`src/rtl/data_mem_responder_pkg.sv`:
```
// Shared definitions for the MEM-stage data memory responder: FSM state
// encodings, latency limits and the wait-counter width.
package data_mem_responder_pkg;

   typedef enum logic [1:0] {
      ST_IDLE = 2'd0,
      ST_BUSY = 2'd1,
      ST_DONE = 2'd2
   } state_e;

   localparam int MEM_LAT_MAX = 15;
   localparam int CNT_W       = 4;

   function automatic logic lat_legal(input int lat);
      return (lat >= 1) && (lat <= MEM_LAT_MAX);
   endfunction

endpackage

```
`src/rtl/data_mem_responder_wait_counter.sv`:
```
// Load / decrement down-counter pacing the wait states of one SRAM access;
// last_o marks the final wait cycle (count of one).
module mem_wait_counter
   import data_mem_responder_pkg::*;
#(
   parameter int W = CNT_W
) (
   input  logic         clk,
   input  logic         rst,
   input  logic         load_i,
   input  logic [W-1:0] load_val_i,
   input  logic         dec_i,
   output logic         last_o
);

   logic [W-1:0] count_q;
   logic [W-1:0] count_d;

   // Next count: load wins over decrement, and the counter never wraps below zero.
   always_comb begin
      count_d = count_q;
      if (load_i) begin
         count_d = load_val_i;
      end else if (dec_i && (count_q != {W{1'b0}})) begin
         count_d = count_q - {{(W-1){1'b0}}, 1'b1};
      end else begin
         count_d = count_q;
      end
   end

   // Count register.
   always_ff @(posedge clk) begin
      if (rst) begin
         count_q <= {W{1'b0}};
      end else begin
         count_q <= count_d;
      end
   end

   assign last_o = (count_q == {{(W-1){1'b0}}, 1'b1});

endmodule

```
`src/rtl/data_mem_responder.sv`:
```
// MEM-stage responder: runs pipeline loads/stores against a synchronous SRAM
// with fixed wait states. Optional one-entry read buffer: DMEM_RD_CACHE_EN.
module data_mem_responder
   import data_mem_responder_pkg::*;
#(
   parameter int ADDR_W    = 10,
   parameter int READ_LAT  = 3,
   parameter int WRITE_LAT = 2
) (
   input  logic              clk,
   input  logic              rst,
   input  logic              ram_cs,
   input  logic              mem_ren,
   input  logic              mem_wen,
   input  logic [31:0]       addr,
   input  logic [31:0]       din,
   output logic [31:0]       dout,
   output logic              ram_stall,
   output logic [ADDR_W-1:0] sram_addr,
   output logic              sram_we,
   output logic [31:0]       sram_wdata,
   input  logic [31:0]       sram_rdata
);

   if (!lat_legal(READ_LAT)) begin : g_bad_read_lat
      $error("READ_LAT must lie in 1..15");
   end
   if (!lat_legal(WRITE_LAT)) begin : g_bad_write_lat
      $error("WRITE_LAT must lie in 1..15");
   end

   state_e              state_q;
   state_e              state_d;
   logic [31:0]         dout_q;
   logic                req_s;
   logic [ADDR_W-1:0]   word_s;
   logic [CNT_W-1:0]    lat_s;
   logic                hit_s;
   logic [31:0]         rd_src_s;
   logic                stall_s;
   logic                we_s;
   logic                load_s;
   logic                dec_s;
   logic                last_s;
   logic                dout_load_s;
   logic                unused_addr_bits_s;

   assign req_s      = ram_cs & (mem_ren | mem_wen);
   assign word_s     = addr[ADDR_W+1:2];
   assign lat_s      = mem_wen ? CNT_W'(WRITE_LAT) : CNT_W'(READ_LAT);
   assign sram_addr  = word_s;
   assign sram_wdata = din;
   assign unused_addr_bits_s = ^{addr[31:ADDR_W+2], addr[1:0]};

   mem_wait_counter #(.W(CNT_W)) u_wait_counter (
      .clk        (clk),
      .rst        (rst),
      .load_i     (load_s),
      .load_val_i (lat_s - {{(CNT_W-1){1'b0}}, 1'b1}),
      .dec_i      (dec_s),
      .last_o     (last_s)
   );

   // Access sequencing; the request inputs are held stable while stalled, so the
   // write/read decision is taken straight from mem_wen in every cycle.
   always_comb begin
      state_d     = state_q;
      stall_s     = 1'b0;
      we_s        = 1'b0;
      load_s      = 1'b0;
      dec_s       = 1'b0;
      dout_load_s = 1'b0;
      case (state_q)
         ST_IDLE: begin
            if (req_s && hit_s) begin
               dout_load_s = 1'b1;
               state_d     = ST_DONE;
            end else if (req_s) begin
               stall_s = 1'b1;
               load_s  = 1'b1;
               if (lat_s == {{(CNT_W-1){1'b0}}, 1'b1}) begin
                  we_s        = mem_wen;
                  dout_load_s = ~mem_wen;
                  state_d     = ST_DONE;
               end else begin
                  state_d = ST_BUSY;
               end
            end else begin
               state_d = ST_IDLE;
            end
         end
         ST_BUSY: begin
            stall_s = 1'b1;
            dec_s   = 1'b1;
            if (last_s) begin
               we_s        = mem_wen;
               dout_load_s = ~mem_wen;
               state_d     = ST_DONE;
            end else begin
               state_d = ST_BUSY;
            end
         end
         ST_DONE: state_d = ST_IDLE;
         default: state_d = ST_IDLE;
      endcase
      if (rst) begin
         stall_s = 1'b0;
         we_s    = 1'b0;
      end else begin
         stall_s = stall_s;
      end
   end

   // State and load-data registers.
   always_ff @(posedge clk) begin
      if (rst) begin
         state_q <= ST_IDLE;
         dout_q  <= 32'h0000_0000;
      end else begin
         state_q <= state_d;
         if (dout_load_s) begin
            dout_q <= rd_src_s;
         end else begin
            dout_q <= dout_q;
         end
      end
   end

`ifdef DMEM_RD_CACHE_EN
   logic              c_valid_q, c_valid_d;
   logic [ADDR_W-1:0] c_tag_q,   c_tag_d;
   logic [31:0]       c_data_q,  c_data_d;

   assign hit_s    = c_valid_q & (c_tag_q == word_s) & ~mem_wen;
   assign rd_src_s = hit_s ? c_data_q : sram_rdata;

   // Read buffer: refilled by every completed read, kept coherent by stores.
   always_comb begin
      c_valid_d = c_valid_q;
      c_tag_d   = c_tag_q;
      c_data_d  = c_data_q;
      if (dout_load_s) begin
         c_valid_d = 1'b1;
         c_tag_d   = word_s;
         c_data_d  = rd_src_s;
      end else if (we_s && c_valid_q && (c_tag_q == word_s)) begin
         c_data_d = din;
      end else begin
         c_data_d = c_data_q;
      end
   end

   // Read buffer registers.
   always_ff @(posedge clk) begin
      if (rst) begin
         c_valid_q <= 1'b0;
         c_tag_q   <= {ADDR_W{1'b0}};
         c_data_q  <= 32'h0000_0000;
      end else begin
         c_valid_q <= c_valid_d;
         c_tag_q   <= c_tag_d;
         c_data_q  <= c_data_d;
      end
   end
`else
   assign hit_s    = 1'b0;
   assign rd_src_s = sram_rdata;
`endif

   assign dout      = dout_q;
   assign ram_stall = stall_s;
   assign sram_we   = we_s;

endmodule

```
`config.mk`:
```
export PLATFORM = sky130hd
export DESIGN_NAME = data_mem_responder
export DESIGN_NICKNAME = d
export VERILOG_FILES = /design/src/rtl/data_mem_responder_pkg.sv /design/src/rtl/data_mem_responder_wait_counter.sv /design/src/rtl/data_mem_responder.sv
export SDC_FILE = /design/constraint.sdc
export NUM_CORES = 1
export LEC_CHECK = 0
export CORE_AREA = 2 2 79 81
export DETAILED_ROUTE_END_ITERATION = 10
export DIE_AREA = 0 0 81 83
export PLACE_DENSITY = 0.93
export SYNTH_ARGS = -nofsm -noshare
export SYNTH_HDL_FRONTEND = slang
export SYNTH_SLANG_ARGS = --single-unit
```
`constraint.sdc`:
```
create_clock -name clk -period 3.5 [get_ports clk]
set_clock_uncertainty 0.05 [all_clocks]
set_input_delay 0.525 -clock clk [delete_from_list [all_inputs] [get_ports clk]]
set_output_delay 0.525 -clock clk [all_outputs]
set_load 0.005 [all_outputs]
```
# [Yosys cells after proc, flatten, opt, wreduce, memory -nomap -nowiden]
# Index checks and enable logic that the tools add are counted.
[totals] reg_bits=38 output_inout_bits=76
[op_classes] add_sub_neg=2 eq_ne=3 mux=21 bitwise_logic=3 reduce_logical=4
[op_table] operator="$mux 1" count=12
[op_table] operator="$mux 4" count=2
[op_table] operator="$mux 2" count=3
[op_table] operator="$pmux 1 s2" count=3
[op_table] operator="$eq 2x1->1 const B" count=2
[op_table] operator="$eq 4x1->1 const B" count=1
[op_table] operator="$pmux 2 s2" count=1
[op_table] operator="$reduce_bool 4->1" count=1
[op_table] operator="$sub 4x1->4 const B" count=1
[op_table] operator="$sub 2x1->3 const B" count=1
[op_table] operator="$logic_not 2->1" count=1
[op_table] operator="$reduce_bool 2->1" count=1
[op_table] operator="$and 1x1->1" count=1
[op_table] operator="$logic_and 1x1->1" count=1
[op_table] operator="$not 1->1" count=1
[op_table] operator="$or 1x1->1" count=1

# [Depth between registers and ports, before layout]
[logic_depth] ltp_word=6 mapped_depth=6 depth_no_buf=5

# [Modules after synthesis]
# From an unflattened synthesis, not the netlist that was laid out.
[unflattened] cells_unflattened=228 hier_area_um2=2180.8
[modules_own_cells] module="data_mem_responder" n_inst=1 cells_per_inst=195 area_each_um2=1894.3 seq_area_each_um2=680.7
[modules_own_cells] module="mem_wait_counter" n_inst=1 cells_per_inst=33 area_each_um2=286.5 seq_area_each_um2=80.1

# [Least setup slack after synthesis]
# Ideal clock, no wire load.
[synth_path] path_type="flip-flop to output port" from="register u_wait_counter.count_q[1]" to="output sram_we" arrival_time_ns=1.173 path_slack_ns=1.752 stages_incl_launch_ff=6 n_path_buf=0 cell_sequence="dfxtp_1 inv_1 ha_1 or3b_4 nor3_1 and2_1"
[synth_via] elab_chain_len=4
[synth_rtl] element="start: declaration" line="data_mem_responder_wait_counter.sv:16" rtl="logic [W-1:0] count_q;"
[synth_rtl] element="start signal: assignment" line="data_mem_responder_wait_counter.sv:34" rtl="count_q <= {W{1'b0}};"
[synth_rtl] element="start signal: assignment" line="data_mem_responder_wait_counter.sv:36" rtl="count_q <= count_d;"
[synth_rtl] element="$eq 4x1->1" line="data_mem_responder_wait_counter.sv:40" rtl="assign last_o = (count_q == {{(W-1){1'b0}}, 1'b1});"
[synth_rtl] element="$mux 1" line="data_mem_responder.sv:95" rtl="if (last_s) begin"
[synth_rtl] element="$pmux 1 s2" line="data_mem_responder.sv:73" rtl="case (state_q)"
[synth_rtl] element="$mux 1" line="data_mem_responder.sv:106" rtl="if (rst) begin"
[synth_rtl] element="end: declaration" line="data_mem_responder.sv:20" rtl="output logic sram_we,"
# No other way between the ends.

# [Final worst setup path]
# Ends and elaborated chain as after synthesis.

==> flow_summary.json <==
{
  "fin_ws_ns": 0.836,
  "criticalPathCategory": "reg -> out",
  "nFillCells": 568,
  "critPathBufInv": 2,
  "fin_crit_sh_pct": 76.1,
  "ys_async_sr_fraction_pct": 0,
  "wl_um": 4070,
  "cts_buffers": 5,
  "maxCapViolations": 0,
  "grt-ovfl-total": 0,
  "crit_slowest_cell": "clkdlybuf4s50_1",
  "die_x_um": 81,
  "max_slew_margin_pct": 70.7,
  "power_density_nw_per_um2": 348,
  "endpoint_kind": "primary output",
  "drc_errors": 0,
  "synthesis.area_um2": 1960,
  "drtPass1Iterations": 4,
  "arrival_ns": 2.09,
  "clock_sinks": 38,
  "drt_iter0_drc": 37,
  "grt_max_degree": 38,
  "ctsResizeCount": 0,
  "start_util_pct": 33.7,
  "gr-usage-all-layers_pct": 12.1,
  "ys.flop_type": "dfxtp_1",
  "std_cell_rows": 28,
  "critPathTopFamily": "simple AND/OR/NAND/NOR gates",
  "hpwl_um": 3050,
  "ys_types": 30,
  "cts_hold_buf": 0,
  "coreArea_um2": 5820,
  "syn_to_final_growth_pct": 25.8,
  "numPortBuffers": 70,
  "cts_setup_buffers": 0,
  "ctsRootBufferMaster": "clkbuf_8",
  "htreeDepth": 2,
  "final_cell_mix": "70 x clkdlybuf4s50_1, 65 x nand2_1, 38 x dfxtp_1",
  "diodes": 0,
  "num_vias": 1530,
  "netlist_instances": 226,
  "clock_latency_ns": 0.28,
  "antenna_found_initial": 0,
  "worstPathMaxFanout": 3,
  "whs_ns": 0.409,
  "wl_per_cell_um": 12.4,
  "timing.fmax_ghz": 0.375,
  "die_h_um": 83,
  "cts_tree": "done",
  "yosysSeqAreaShare_pct": 38.8,
  "start_kind": "flip-flop",
  "dp_slack_ns": 0.851,
  "drive_above_1_share_pct": 5.93,
  "seqCellArea_um2": 761,
  "crit_chain": "inv_1, ha_1, or3b_4, nor3_1, and2_1, clkdlybuf4s50_1",
  "ir_drop_uv": 169,
  "max_stage_delay_ns": 0.50,
  "required_ns": 2.92,
  "worst_pin_slew_ns": 0.439,
  "synth_top_area_cell": "dfxtp_1",
  "synth_warnings": 0,
  "fin_crit_ns": 2.66,
  "die-area_um2": 6720,
  "cts_buffer_depth": 2,
  "grt_pass1_wl_um": 6640,
  "synth_top_area_share_pct": 38.8,
  "synth.avg_cell_area_um2": 8.68,
  "hold_viol": 0,
  "syn-num-nets": 329,
  "routabilityCongestion": 0.717,
  "rsz0062_at_grt": "no",
  "p_leak_uw": 0.000881,
  "grt_pass1_vias": 1526,
  "drtAntennaViolNets": 0,
  "worstHoldPathType": "reg -> reg",
  "path_clk_slew_ns": 0.07,
  "ios": 177,
  "setup_tns_ns": 0,
  "outcome": "finished clean",
  "synth_edf_count": 0,
  "multi_input_comb_area_um2": 792,
  "setup_violations": 0,
  "synth_seq_cells": 38,
  "synth_area_leaders": "dfxtp_1 39%, mux2i_1 16%, buf_4 16%",
  "drv_slew": 0,
  "layout.nets": 356,
  "final_common_cell": "clkdlybuf4s50_1",
  "routed_via_density": 4.66
}
report_power, final:
group	switching, uW	leakage (uW)	internal, uW
Sequential	7.41	0.000307	443
Combinational	56.3	0.000531	73.7
Clock	144	0.0000438	134
Total	208	0.000881	650
stage by stage:
step,power [uW],std cells,util (%),area [um^2]
CTS,876,328,42.4,2470
detailed placement,590,321,41.1,2390
global placement,585,321,41.1,2390
floorplan,564,226,-,1960
global route,909,328,42.4,2470
finish,858,328,42.4,2470
worst paths after layout:
path | from | to | slack, ns | cells after the start
hold / removal | dout[3] | dout[3] | 0.41 | 2
setup reg to reg | u_wait_counter.count_q[1] | dout[21] | 1.72 | 6
hold reg to reg | dout[3] | dout[3] | 0.41 | 2
setup / recovery | u_wait_counter.count_q[1] | sram_we | 0.84 | 6
sequential cells by signal, summed over array words and instances, names as in the netlist:
| signal | cells |
|---|---|
| state_q | 2 |
| u_wait_counter.count_q | 4 |
| dout | 32 |
tightest hold or removal path: stages (launching register included):
cell and delay, ns:
dfxtp_1 0.31, nand2_1 0.05, mux2i_1 0.05
cells in the mapped netlist, types with 2 or more instances:
master	number
buf_4	42
nor2_1	2
buf_8	3
a21oi_1	4
buf_1	3
dfxtp_1	38
or4_1	2
nor3_1	4
mux2i_1	32
inv_1	5
nand2_1	65
clkbuf_1	5
ha_1	2
o21ai_0	3
cell type report:
class                      instances  share of cell area, %
clock buffer                       5                   2.79
sequential                        38                   30.8
inverter                           5                  0.761
multi-input combinational        130                   32.1
clock inverter                     2                  0.406
timing repair buffer              73                   29.3
tap                               75                   3.80
routing by layer:
layer	GRT usage [%]	up-vias	share of wire, %	wire length (um)
met5	0	-	0	0
met3	4.57	15	9.3	378
met1	12.3	702	39	1580
met2	22.1	69	50	2030
met4	4.01	0	1.9	78
li1	-	744	-	-
logic make-up (layout without fill, tap and decap cells):
group	Yosys count	after routing	share of synthesized area, %
AOI/OAI and AO/OA	12	12	3.83
adders and majority gates	2	2	1.28
buffers and inverters	58	85	20.9
DFF	38	38	38.8
muxes	32	32	16.3
and+or+nand+nor	84	84	18.9
(Power assumes the default switching activity.)
